File: config.mk
export PLATFORM = sky130hd
export DESIGN_NAME = arb_mux_pipe_flat
export DESIGN_NICKNAME = d
export VERILOG_FILES = /design/src/rtl/arb_mux_pipe_if.sv /design/src/rtl/arb_mux_pipe.sv /design/src/flat_wrapper.sv
export SDC_FILE = /design/constraint.sdc
export NUM_CORES = 1
export LEC_CHECK = 0
export CAP_MARGIN = 0
export CORE_MARGIN = 4
export CORE_UTILIZATION = 38
export CTS_CLUSTER_DIAMETER = 200
export DETAILED_ROUTE_END_ITERATION = 10
export GPL_ROUTABILITY_DRIVEN = 0
export PLACE_DENSITY = 0.92
export RECOVER_POWER = 50
export SLEW_MARGIN = 10
export SYNTH_ARGS = -nofsm -noshare
export SYNTH_HDL_FRONTEND = slang
export SYNTH_SLANG_ARGS = --single-unit
File: constraint.sdc
create_clock -name clk -period 2.45 [get_ports clk]
set_input_delay 0.49 -clock clk [delete_from_list [all_inputs] [get_ports clk]]
set_output_delay 0.49 -clock clk [all_outputs]
set_load 0.01 [all_outputs]
File: src/rtl/arb_mux_pipe_if.sv
// Handshake bundle between N producers, the arbitrating mux and one consumer.
// No latency of its own; pure wiring.
// The mux drives in_ready and the out_* word; producers and the consumer drive the rest.
interface arb_mux_pipe_if #(
  parameter int WIDTH = 32,
  parameter int N_IN  = 4
);
  localparam int SEL_W = (N_IN > 1) ? $clog2(N_IN) : 1;

  logic [N_IN-1:0]       in_valid;
  logic [N_IN*WIDTH-1:0] in_data;
  logic [N_IN-1:0]       in_ready;
  logic                  out_valid;
  logic [WIDTH-1:0]      out_data;
  logic [SEL_W-1:0]      out_sel;
  logic                  out_ready;

  // Producer/consumer side
  modport master (
    output in_valid, in_data, out_ready,
    input  in_ready, out_valid, out_data, out_sel
  );

  // Arbitrating mux side
  modport slave (
    input  in_valid, in_data, out_ready,
    output in_ready, out_valid, out_data, out_sel
  );
endinterface

File: src/rtl/arb_mux_pipe.sv
// N-channel arbitrating mux (fixed priority or round-robin) into a one-deep output register.
// One cycle latency, one word per cycle when the consumer is ready.
// When the held word is not taken, every in_ready drops and the output word and rr pointer hold.
module arb_mux_pipe #(
  parameter int WIDTH = 32,
  parameter int N_IN  = 4,
  parameter int MODE  = 0
) (
  input  logic          clk,
  input  logic          reset,
  arb_mux_pipe_if.slave bus
);
  localparam int SEL_W = (N_IN > 1) ? $clog2(N_IN) : 1;

  logic             out_valid_q, out_valid_d;
  logic [WIDTH-1:0] out_data_q, out_data_d;
  logic [SEL_W-1:0] out_sel_q, out_sel_d;
  logic [SEL_W-1:0] last_q, last_d;

  logic             load;
  logic             g_any;
  logic [SEL_W-1:0] g_idx;
  logic [SEL_W-1:0] cand_idx;
  logic [N_IN-1:0]  grant;
  logic [WIDTH-1:0] win_data;

  // The output register can take a new word when it is empty or being drained this cycle
  assign load = !out_valid_q || bus.out_ready;

  // Pick the winning channel index from in_valid only, so in_ready never depends on in_data
  always_comb begin
    g_any    = 1'b0;
    g_idx    = '0;
    cand_idx = '0;
    if (MODE == 1) begin
      // Search starts just past the last winner and wraps at N_IN-1 -> 0
      for (int k = 1; k <= N_IN; k++) begin
        cand_idx = SEL_W'((int'(last_q) + k) % N_IN);
        if (!g_any && bus.in_valid[cand_idx]) begin
          g_any = 1'b1;
          g_idx = cand_idx;
        end
      end
    end else begin
      for (int i = 0; i < N_IN; i++) begin
        if (!g_any && bus.in_valid[i]) begin
          g_any = 1'b1;
          g_idx = SEL_W'(i);
        end
      end
    end
  end

  // One-hot grant and the matching data word
  always_comb begin
    grant    = '0;
    win_data = '0;
    for (int i = 0; i < N_IN; i++) begin
      grant[i] = g_any && (g_idx == SEL_W'(i));
      if (grant[i]) begin
        win_data = bus.in_data[i*WIDTH +: WIDTH];
      end
    end
  end

  // Reset is masked in so no channel sees a handshake while the block is held in reset
  assign bus.in_ready = (load && reset) ? grant : '0;

  // Next state of the output register and rr pointer
  always_comb begin
    out_valid_d = out_valid_q;
    out_data_d  = out_data_q;
    out_sel_d   = out_sel_q;
    last_d      = last_q;
    if (load) begin
      out_valid_d = g_any;
      if (g_any) begin
        out_data_d = win_data;
        out_sel_d  = g_idx;
        if (MODE == 1) begin
          last_d = g_idx;
        end
      end
    end
  end

  // State registers; async reset discards any held word immediately
  always_ff @(posedge clk or negedge reset) begin
    if (!reset) begin
      out_valid_q <= 1'b0;
      out_data_q  <= '0;
      out_sel_q   <= '0;
      last_q      <= SEL_W'(N_IN - 1);
    end else begin
      out_valid_q <= out_valid_d;
      out_data_q  <= out_data_d;
      out_sel_q   <= out_sel_d;
      last_q      <= last_d;
    end
  end

  assign bus.out_valid = out_valid_q;
  assign bus.out_data  = out_data_q;
  assign bus.out_sel   = out_sel_q;
endmodule

File: src/flat_wrapper.sv
// flat-port wrapper written by rule: the top's interface ports become plain ports
module arb_mux_pipe_flat 
#(
  parameter int WIDTH = 32,
  parameter int N_IN  = 4,
  parameter int MODE  = 0
)
  (clk, reset, bus_in_valid, bus_in_data, bus_out_ready, bus_in_ready, bus_out_valid, bus_out_data, bus_out_sel);
  arb_mux_pipe_if #(.WIDTH(WIDTH), .N_IN(N_IN)) bus_i ();
  input  logic clk;
  input  logic reset;
  input wire logic [$bits(bus_i.in_valid)-1:0] bus_in_valid;
  input wire logic [$bits(bus_i.in_data)-1:0] bus_in_data;
  input wire logic [$bits(bus_i.out_ready)-1:0] bus_out_ready;
  output wire logic [$bits(bus_i.in_ready)-1:0] bus_in_ready;
  output wire logic [$bits(bus_i.out_valid)-1:0] bus_out_valid;
  output wire logic [$bits(bus_i.out_data)-1:0] bus_out_data;
  output wire logic [$bits(bus_i.out_sel)-1:0] bus_out_sel;
  assign bus_i.in_valid = bus_in_valid;
  assign bus_i.in_data = bus_in_data;
  assign bus_i.out_ready = bus_out_ready;
  assign bus_in_ready = bus_i.in_ready;
  assign bus_out_valid = bus_i.out_valid;
  assign bus_out_data = bus_i.out_data;
  assign bus_out_sel = bus_i.out_sel;
  arb_mux_pipe #(.WIDTH(WIDTH), .N_IN(N_IN), .MODE(MODE)) u_core (.clk(clk), .reset(reset), .bus(bus_i));
endmodule
# Word-level counts from Yosys, hierarchy flattened
# Index checks and enable logic that the tools add are counted.
# totals
latchBits	0
ff_bits	35
memories	0
mem_bits_ro	0
out_inout_bits	39
ram_bits	0
# op_classes
reduce_logical	15
n_addsub	0
eq_ne	3
n_bitwise	0
order_cmp	0
n_mux	12
div_mod_pow	0
n_shift	0
mul	0
# op_table
cell	count
32-bit 2-to-1 mux	4
1-bit logical AND	8
1-bit 2-to-1 mux	5
2-bit equality test, second input constant	2
1-bit logical NOT	4
2-bit 2-to-1 mux	2
4-bit 2-to-1 mux	1
2-bit by 1-bit equality test with 1-bit output, second input constant	1
2-bit logical NOT	1
2-bit AND reduction	1
1-bit logical OR	1

# Depth between registers and ports, before layout
# Gate-level depths: netlist of run 1.
# logic_depth
depth_word	16
mapped_depth	7

# Least setup slack after synthesis of run 1
# OpenSTA, ideal clock, no wires.
# synth_path
path_kind	input to output
startpoint	input bus_in_valid[0]
endpoint	output bus_in_ready[3]
setup_slack_ps	546
arrival_time_ps	1414
t_required_ps	1960
path_buffers	2
path_stages	4
cell_sequence	buf_4 nor4b_4 buf_2 and3_1
# synth_between
elab_chain_len	13
word_cells_on_any_way	16
classes_between	eq/ne: 1; mux: 8; reduce/logical: 7
# synth_rtl
element	line_no	text
start, declared	flat_wrapper.sv:12	input wire logic [$bits(bus_i.in_valid)-1:0] bus_in_valid;
1-bit 2-to-1 mux *	arb_mux_pipe.sv:46	if (!g_any && bus.in_valid[i]) begin
1-bit logical NOT	arb_mux_pipe.sv:46	
1-bit logical AND	arb_mux_pipe.sv:46	
1-bit 2-to-1 mux	arb_mux_pipe.sv:46	
1-bit logical NOT	arb_mux_pipe.sv:46	
1-bit logical AND	arb_mux_pipe.sv:46	
1-bit 2-to-1 mux	arb_mux_pipe.sv:46	
1-bit logical NOT	arb_mux_pipe.sv:46	
1-bit logical AND	arb_mux_pipe.sv:46	
2-bit 2-to-1 mux	arb_mux_pipe.sv:46	
2-bit equality test	arb_mux_pipe.sv:59	grant[i] = g_any && (g_idx == SEL_W'(i));
1-bit logical AND *	arb_mux_pipe.sv:59	
4-bit 2-to-1 mux *	arb_mux_pipe.sv:67	assign bus.in_ready = (load && reset) ? grant : '0;
end, declared	flat_wrapper.sv:15	output wire logic [$bits(bus_i.in_ready)-1:0] bus_in_ready;
# Mark *: on every way between the ends. The rest lies on a longest branch, timed or not.

# Worst setup path after layout of run 1
# layout_path
startpoint	input bus_out_ready
endpoint	output bus_in_ready[0]
# layout_between
elab_chain_len	3
# layout_rtl
element	line_no	text
start, declared	flat_wrapper.sv:14	input wire logic [$bits(bus_i.out_ready)-1:0] bus_out_ready;
1-bit logical OR	arb_mux_pipe.sv:28	assign load = !out_valid_q || bus.out_ready;
1-bit logical AND	arb_mux_pipe.sv:67	
4-bit 2-to-1 mux	arb_mux_pipe.sv:67	
# No other way between the ends.

==> metrics.md, run 1 <==
| Metric | Value |
|---|---|
| Core ar. | `6030 um^2` |
| Fin crit share | `0.944` |
| Hold Vio Cnt, Final | `0` |
| Post-Syn Instances | `297` |
| Synth Cell Area | `2410 um^2` |
| CTS tree | `done` |
| Maximum Capacitance Violations | `0` |
| Max Slew Vio Count | `0` |
| Longest Clk Path Bufs | `2` |
| Crit-path max FO | `3` |
| Fraction of synthesized area in multiplexers | `0` |
| Initial antenna violation count | `0` |
| Die area | `7670 um^2` |
| Clk slew on worst S/H paths | `70 ps` |
| LEAKAGE | `1.72 nW` |
| CP Capture Type | `output port` |
| PwrDens | `440 nW/um^2` |
| Most frequent cells after synthesis | `nand2_1, dfrtp_1, nor2_1` |
| IO Count | `174` |
| Area Overhead vs Synth | `77.4%` |
| Synth top area share | `0.364` |
| Top cells by area, synth | `dfrtp_1, a221o_1, nand2_1` |
| Pre-CTS setup slack | `-33.1 ps` |
| Register area share after synthesis | `0.364` |
| Drt drc | `0` |
| Share of cells above drive strength 1 | `0.0642` |
| Final setup viols | `0` |
| CP top delay family | `buffers and inverters` |
| First-pass GRT wire length | `14100 um` |
| Required @ worst endpoint | `1960 ps` |
| # H-tree levels | `2` |
| Hold/Removal Path Class | `reg -> reg` |
| Peak VDD IR | `0.267 mV` |
| Synth Area in Simple Gates | `0.181` |
| Nets | `601` |
| Largest net degree at the start of global routing | `47` |
| Routed Antenna Nets | `0` |
| Area leader, netlist | `dfrtp_1` |
| Main combinational cell family by area after synthesis | `compound AO/OA/AOI/OAI gates` |
| Total GRT Usage | `0.238` |
| Net Count, Synth | `432` |
| Hold-fix buffers, CTS | `0` |
| Fin crit period | `2310 ps` |
| Critical path buffers and inverters | `2` |
| Final WL | `9390 um` |
| Crit-path cells | `clkdlybuf4s50_1 -> nand2b_1 -> nand2_1 -> nor2_1 -> clkdlybuf4s50_1` |
| CTS buffer count | `5` |
| Clk_skew | `2.23 ps` |
| Total Power | `1.88 mW` |
| Worst setup margin | `137 ps` |
| DP Wirelength | `7430 um` |
| Crit Path Category | `in -> out` |
| Fmax | `432 MHz` |
| Synth Flop Type | `dfrtp_1` |
| CP peak stage delay | `540 ps` |
| Crit path DAT | `1820 ps` |
| CTS Sinks | `35` |
| Slew HR | `0.313` |
| Synth cell types | `22` |
| Via count | `2953` |
| Yosys warnings | `0` |
| Worst slew pin tran | `1030 ps` |
| Outcome | `finished clean` |
| CP dominant cell by count | `clkdlybuf4s50_1` |
| Clock Latency Late Sink | `280 ps` |
| Post-Synth XOR/XNOR Area | `0` |
| Antenna Diode Count | `0` |
| DIE HEIGHT | `87.6 um` |
| Placement Rows | `28` |
| Wire per inst | `17.3 um` |
| Vias per cell | `5.45` |
| EDFF count, synth | `0` |
| Vias in the first global route | `2906` |
| Fraction of the mapped netlist area in adder cells | `0` |
| PortBufs | `173` |
| RSZ-0062 raised after global routing | `no` |
| Compound-Gate Fraction of Synth Area | `0.322` |
| Chip width | `87.6 um` |
| Asr flop ratio synth | `1.00` |
| Most instantiated library cell after synthesis | `nand2_1` |
| Overflow after GRT | `0` |
| Slowest CP cell | `clkdlybuf4s50_1` |
| #FFs+latches synth | `35` |
| Number of DRC markers in iteration 0 | `127` |
| Initial core utilization | `0.400` |
| Mean Syn Cell Area | `8.11 um^2` |
| Crit path launch type | `input pin` |
| DRT Pass-1 Iters | `5` |
| Root buffer cell | `clkbuf_8` |
==> through the flow <==
| step | TNS (ps) | area, um^2 | utilization | cells | hold slack, ps |
|---|---|---|---|---|---|
| detailed placement | -70.6 | 4190 | 0.695 | 534 | 488 |
| global route | 0 | 4270 | 0.709 | 542 | 505 |
| CTS | 0 | 4290 | 0.711 | 542 | 199 |
| finish | 0 | 4270 | 0.709 | 542 | 496 |
| floorplan | 0 | 2410 | - | 297 | 194 |
| global placement | -27.3 | 4190 | 0.695 | 534 | 469 |
==> layer usage <==
| metal | part of all wire | GRT usage |
|---|---|---|
| met5 | 0 | 0 |
| met3 | 0.085 | 0.0611 |
| met4 | 0.022 | 0.0767 |
| met1 | 0.35 | 0.245 |
| met2 | 0.55 | 0.462 |
==> final timing paths <==
path | cells past startpoint | end | slack [ps] | startpoint
max in group asynchronous | 2 | u_core.bus.out_data[22] | 1280 | reset
hold reg to reg | 1 | u_core.bus.out_sel[1] | 500 | u_core.bus.out_sel[1]
hold / removal | 1 | u_core.bus.out_sel[1] | 500 | u_core.bus.out_sel[1]
min in group asynchronous | 2 | u_core.bus.out_valid | 520 | reset
setup reg to reg | 4 | u_core.bus.out_sel[1] | 1080 | u_core.bus.out_valid
setup / recovery | 5 | bus_in_ready[0] | 140 | bus_out_ready
==> layout make-up <==
cell class                 count  area (um^2)
multi-input combinational    204         1210
fill                         496         1760
tap                           75         93.8
timing repair buffer         193         1880
clock buffer                   8          100
inverter                      27          101
sequential                    35          876
==> registers in the layout (all words and copies together), names as in the netlist <==
signal,count
u_core.bus.out_valid,1
u_core.bus.out_data,32
u_core.bus.out_sel,2
==> kinds of logic (layout without fill, tap and decap cells) <==
logic type	Yosys count	in the layout
AND/OR/NAND/NOR	104	104
buffers and inverters	58	228
AO/OA/AOI/OAI	100	100
flip-flops	35	35
==> power breakdown <==
part           internal (mW)  switching [mW]  total (mW)
Sequential             0.656          0.0427       0.699
Combinational          0.431           0.284       0.715
Clock                  0.257           0.206       0.463
Total                   1.34           0.533        1.88
==> what timing repair did <==
item / CTS / global route
gates resized for setup: 3 / 0
setup endpoints to repair: 3 / 0
hold endpoints to repair: 0 / 0
buffers inserted: 0 / 0
==> layout by cell type, fill, tap and decap left out <==
cell / netlist / final
a31oi_1: 32 / 32
dfrtp_1: 35 / 35
o21ai_0: 7 / 7
o21a_1: 1 / 1
dlygate4sd2_1: 0 / 3
and3_1: 1 / 1
nor4_1: 0 / 1
nand2b_1: 1 / 1
clkbuf_1: 9 / 4
buf_12: 0 / 2
nor2_2: 1 / 1
a211oi_1: 26 / 26
o22a_1: 1 / 1
nor2b_2: 0 / 1
nand2_1: 61 / 61
inv_1: 27 / 27
nor2_1: 35 / 34
a221o_1: 32 / 32
buf_2: 7 / 1
clkdlybuf4s50_1: 0 / 150
nor2b_1: 2 / 1
buf_4: 5 / 16
clkbuf_8: 0 / 7
nor4b_4: 1 / 1
nor2_4: 0 / 1
o41ai_1: 1 / 1
dlygate4sd3_1: 0 / 18
nor3b_1: 1 / 1
Power figures use the tool's default switching activity.
==> inputs of run 2 (changes only) <==
--- a/config.mk
+++ b/config.mk
@@ -6,7 +6,7 @@
 export NUM_CORES = 1
 export LEC_CHECK = 0
 export CAP_MARGIN = 0
-export CORE_MARGIN = 4
+export CORE_MARGIN = 5
 export CORE_UTILIZATION = 38
 export CTS_CLUSTER_DIAMETER = 200
 export DETAILED_ROUTE_END_ITERATION = 10
==> run 2 against run 1 <==
Compared with the run above: cell count up 0.18%; sequential power is essentially flat; critical path type unchanged; largest power group unchanged; critical endpoint unchanged; final area about the same.
==> metrics.md, run 2 (synthesized netlist as in run 1, its figures left out) <==
| Metric | Value |
|---|---|
| Clock Latency Late Sink | `270 ps` |
| Outcome | `finished clean` |
| LEAKAGE | `1.73 nW` |
| Fin crit share | `0.952` |
| Crit path launch type | `input pin` |
| Chip width | `89.6 um` |
| Clk_skew | `1.75 ps` |
| Slew HR | `0.380` |
| Core ar. | `6240 um^2` |
| IO Count | `174` |
| Hold_ws | `496 ps` |
| Clk slew on worst S/H paths | `70 ps` |
| Max Slew Vio Count | `0` |
| Clock share of power | `0.218` |
| Post-CTS Setup Repair Bufs | `0` |
| Fin util | `0.685` |
| Fill cells | `506` |
| Area Overhead vs Synth | `77.5%` |
| Drt drc | `0` |
| Internal power | `1.29 mW` |
| Pre-CTS setup slack | `-45.0 ps` |
| Routed Antenna Nets | `0` |
| Wire per inst | `16.8 um` |
| Via count | `2909` |
| Worst slew pin tran | `930 ps` |
| Fmax | `429 MHz` |
| Largest net degree at the start of global routing | `39` |
| CP top delay family | `buffers and inverters` |
| Storage element area | `876 um^2` |
| PortBufs | `173` |
| Crit Path Category | `in -> out` |
| Fin crit period | `2330 ps` |
| Die area | `8030 um^2` |
| Maximum Capacitance Violations | `0` |
| CP Capture Type | `output port` |
| # H-tree levels | `2` |
| Placed cell area | `4200 um^2` |
| Share of cells above drive strength 1 | `0.0665` |
| Crit-path cells | `clkdlybuf4s50_1 -> nand2b_1 -> nand2_1 -> nor2_1 -> clkdlybuf4s50_1` |
| Flop pwr share | `0.386` |
| Initial antenna violation count | `0` |
| Slowest CP cell | `clkdlybuf4s50_1` |
| DP Wirelength | `7180 um` |
| Required @ worst endpoint | `1960 ps` |
| CTS Sinks | `35` |
| DIE HEIGHT | `89.6 um` |
| Root buffer cell | `clkbuf_8` |
| CP peak stage delay | `540 ps` |
| Initial core utilization | `0.386` |
| Critical path buffers and inverters | `2` |
| Number of DRC markers in iteration 0 | `87` |
| Logic gate share of total power | `0.395` |
| Crit path DAT | `1840 ps` |
| Vias in the first global route | `2957` |
| Footprint of the multi-input gates | `1220 um^2` |
| Hold Vio Cnt, Final | `0` |
| Antenna Diode Count | `0` |
| Vias per cell | `5.36` |
| Leading cell type in the layout, fill and taps excluded | `clkdlybuf4s50_1` |
| CP dominant cell by count | `clkdlybuf4s50_1` |
| Longest Clk Path Bufs | `2` |
| Nets | `600` |
| DRT Pass-1 Iters | `4` |
| Fin area | `4270 um^2` |
| CTS buffer count | `5` |
| PwrDens | `423 nW/um^2` |
| Most frequent cells in the layout | `clkdlybuf4s50_1, nand2_1, dfrtp_1, nor2_1` |
| Hold/Removal Path Class | `in -> async` |
| CTS tree | `done` |
| Placement Rows | `29` |
| First-pass GRT wire length | `13600 um` |
| Total GRT Usage | `0.218` |
| Crit-path max FO | `3` |
| R2R setup slack | `1130 ps` |
| Final setup viols | `0` |
| Worst setup margin | `117 ps` |
| Peak VDD IR | `0.296 mV` |
| Max reg flops | `32` |
| RSZ-0062 raised after global routing | `no` |
| Net Sw Power | `519 uW` |
| Overflow after GRT | `0` |
| Sw frac | `0.287` |
| Final WL | `9130 um` |
==> run 2: cell count changes in the layout (fill, tap and decap cells not counted), sizes merged <==
cell and delta:
dlymetal6s2s +1, clkinv +1, clkdlybuf4s50 -1, dlygate4sd2 -1, clkbuf -2, dlygate4sd3 +1
==> run 2: repair_timing <==
action,CTS,global route
resized for setup,2,1
hold buffers,0,0
endpoints found under the setup margin,2,1
==> run 2: metal layers <==
layer | vias to the layer above | wire length (um) | track usage
met5 | - | 0 | 0
met4 | 0 | 248 | 0.0907
met3 | 18 | 751 | 0.0575
met2 | 119 | 4790 | 0.403
met1 | 1364 | 3340 | 0.233
li1 | 1408 | - | -
==> run 2: final timing paths <==
kind / to / startpoint / depth (start not counted)
worst max-delay path: bus_in_ready[0] / bus_out_ready / 5
worst min-delay path: u_core.bus.out_data[0] / reset / 2
worst max register to register: u_core.bus.out_data[27] / u_core.bus.out_valid / 5
worst min register to register: u_core.bus.out_sel[1] / u_core.bus.out_sel[1] / 1
max in group asynchronous: u_core.bus.out_data[15] / reset / 2
min in group clk: u_core.bus.out_sel[1] / u_core.bus.out_sel[1] / 1
==> run 2: cell type report <==
cell class / count / share of cell area
clock buffers: 7 / 0.0179
clock inverters: 1 / 0.00117
inverters: 27 / 0.0237
multi-input cells: 204 / 0.286
flip-flops and latches: 35 / 0.205
well taps: 77 / 0.0225
repair buffers: 192 / 0.444
==> run 2: power by group through the flow <==
stage / clock [mW] / sequential (mW) / combinational (mW)
after floorplan: 0 / 0.746 / 0.247
after global placement: 0 / 0.707 / 0.719
after detailed placement: 0 / 0.712 / 0.736
after CTS: 0.409 / 0.701 / 0.738
after global routing: 0.443 / 0.708 / 0.769
final: 0.395 / 0.698 / 0.715
==> run 2: metrics by stage <==
stage          instances  total power [mW]  setup TNS, ps
3_5_place_dp         535              1.45          -58.0
3_3_place_gp         535              1.43          -16.9
2_1_floorplan        297             0.993              0
6_report             543              1.81              0
5_1_grt              543              1.92              0
4_1_cts              543              1.85              0
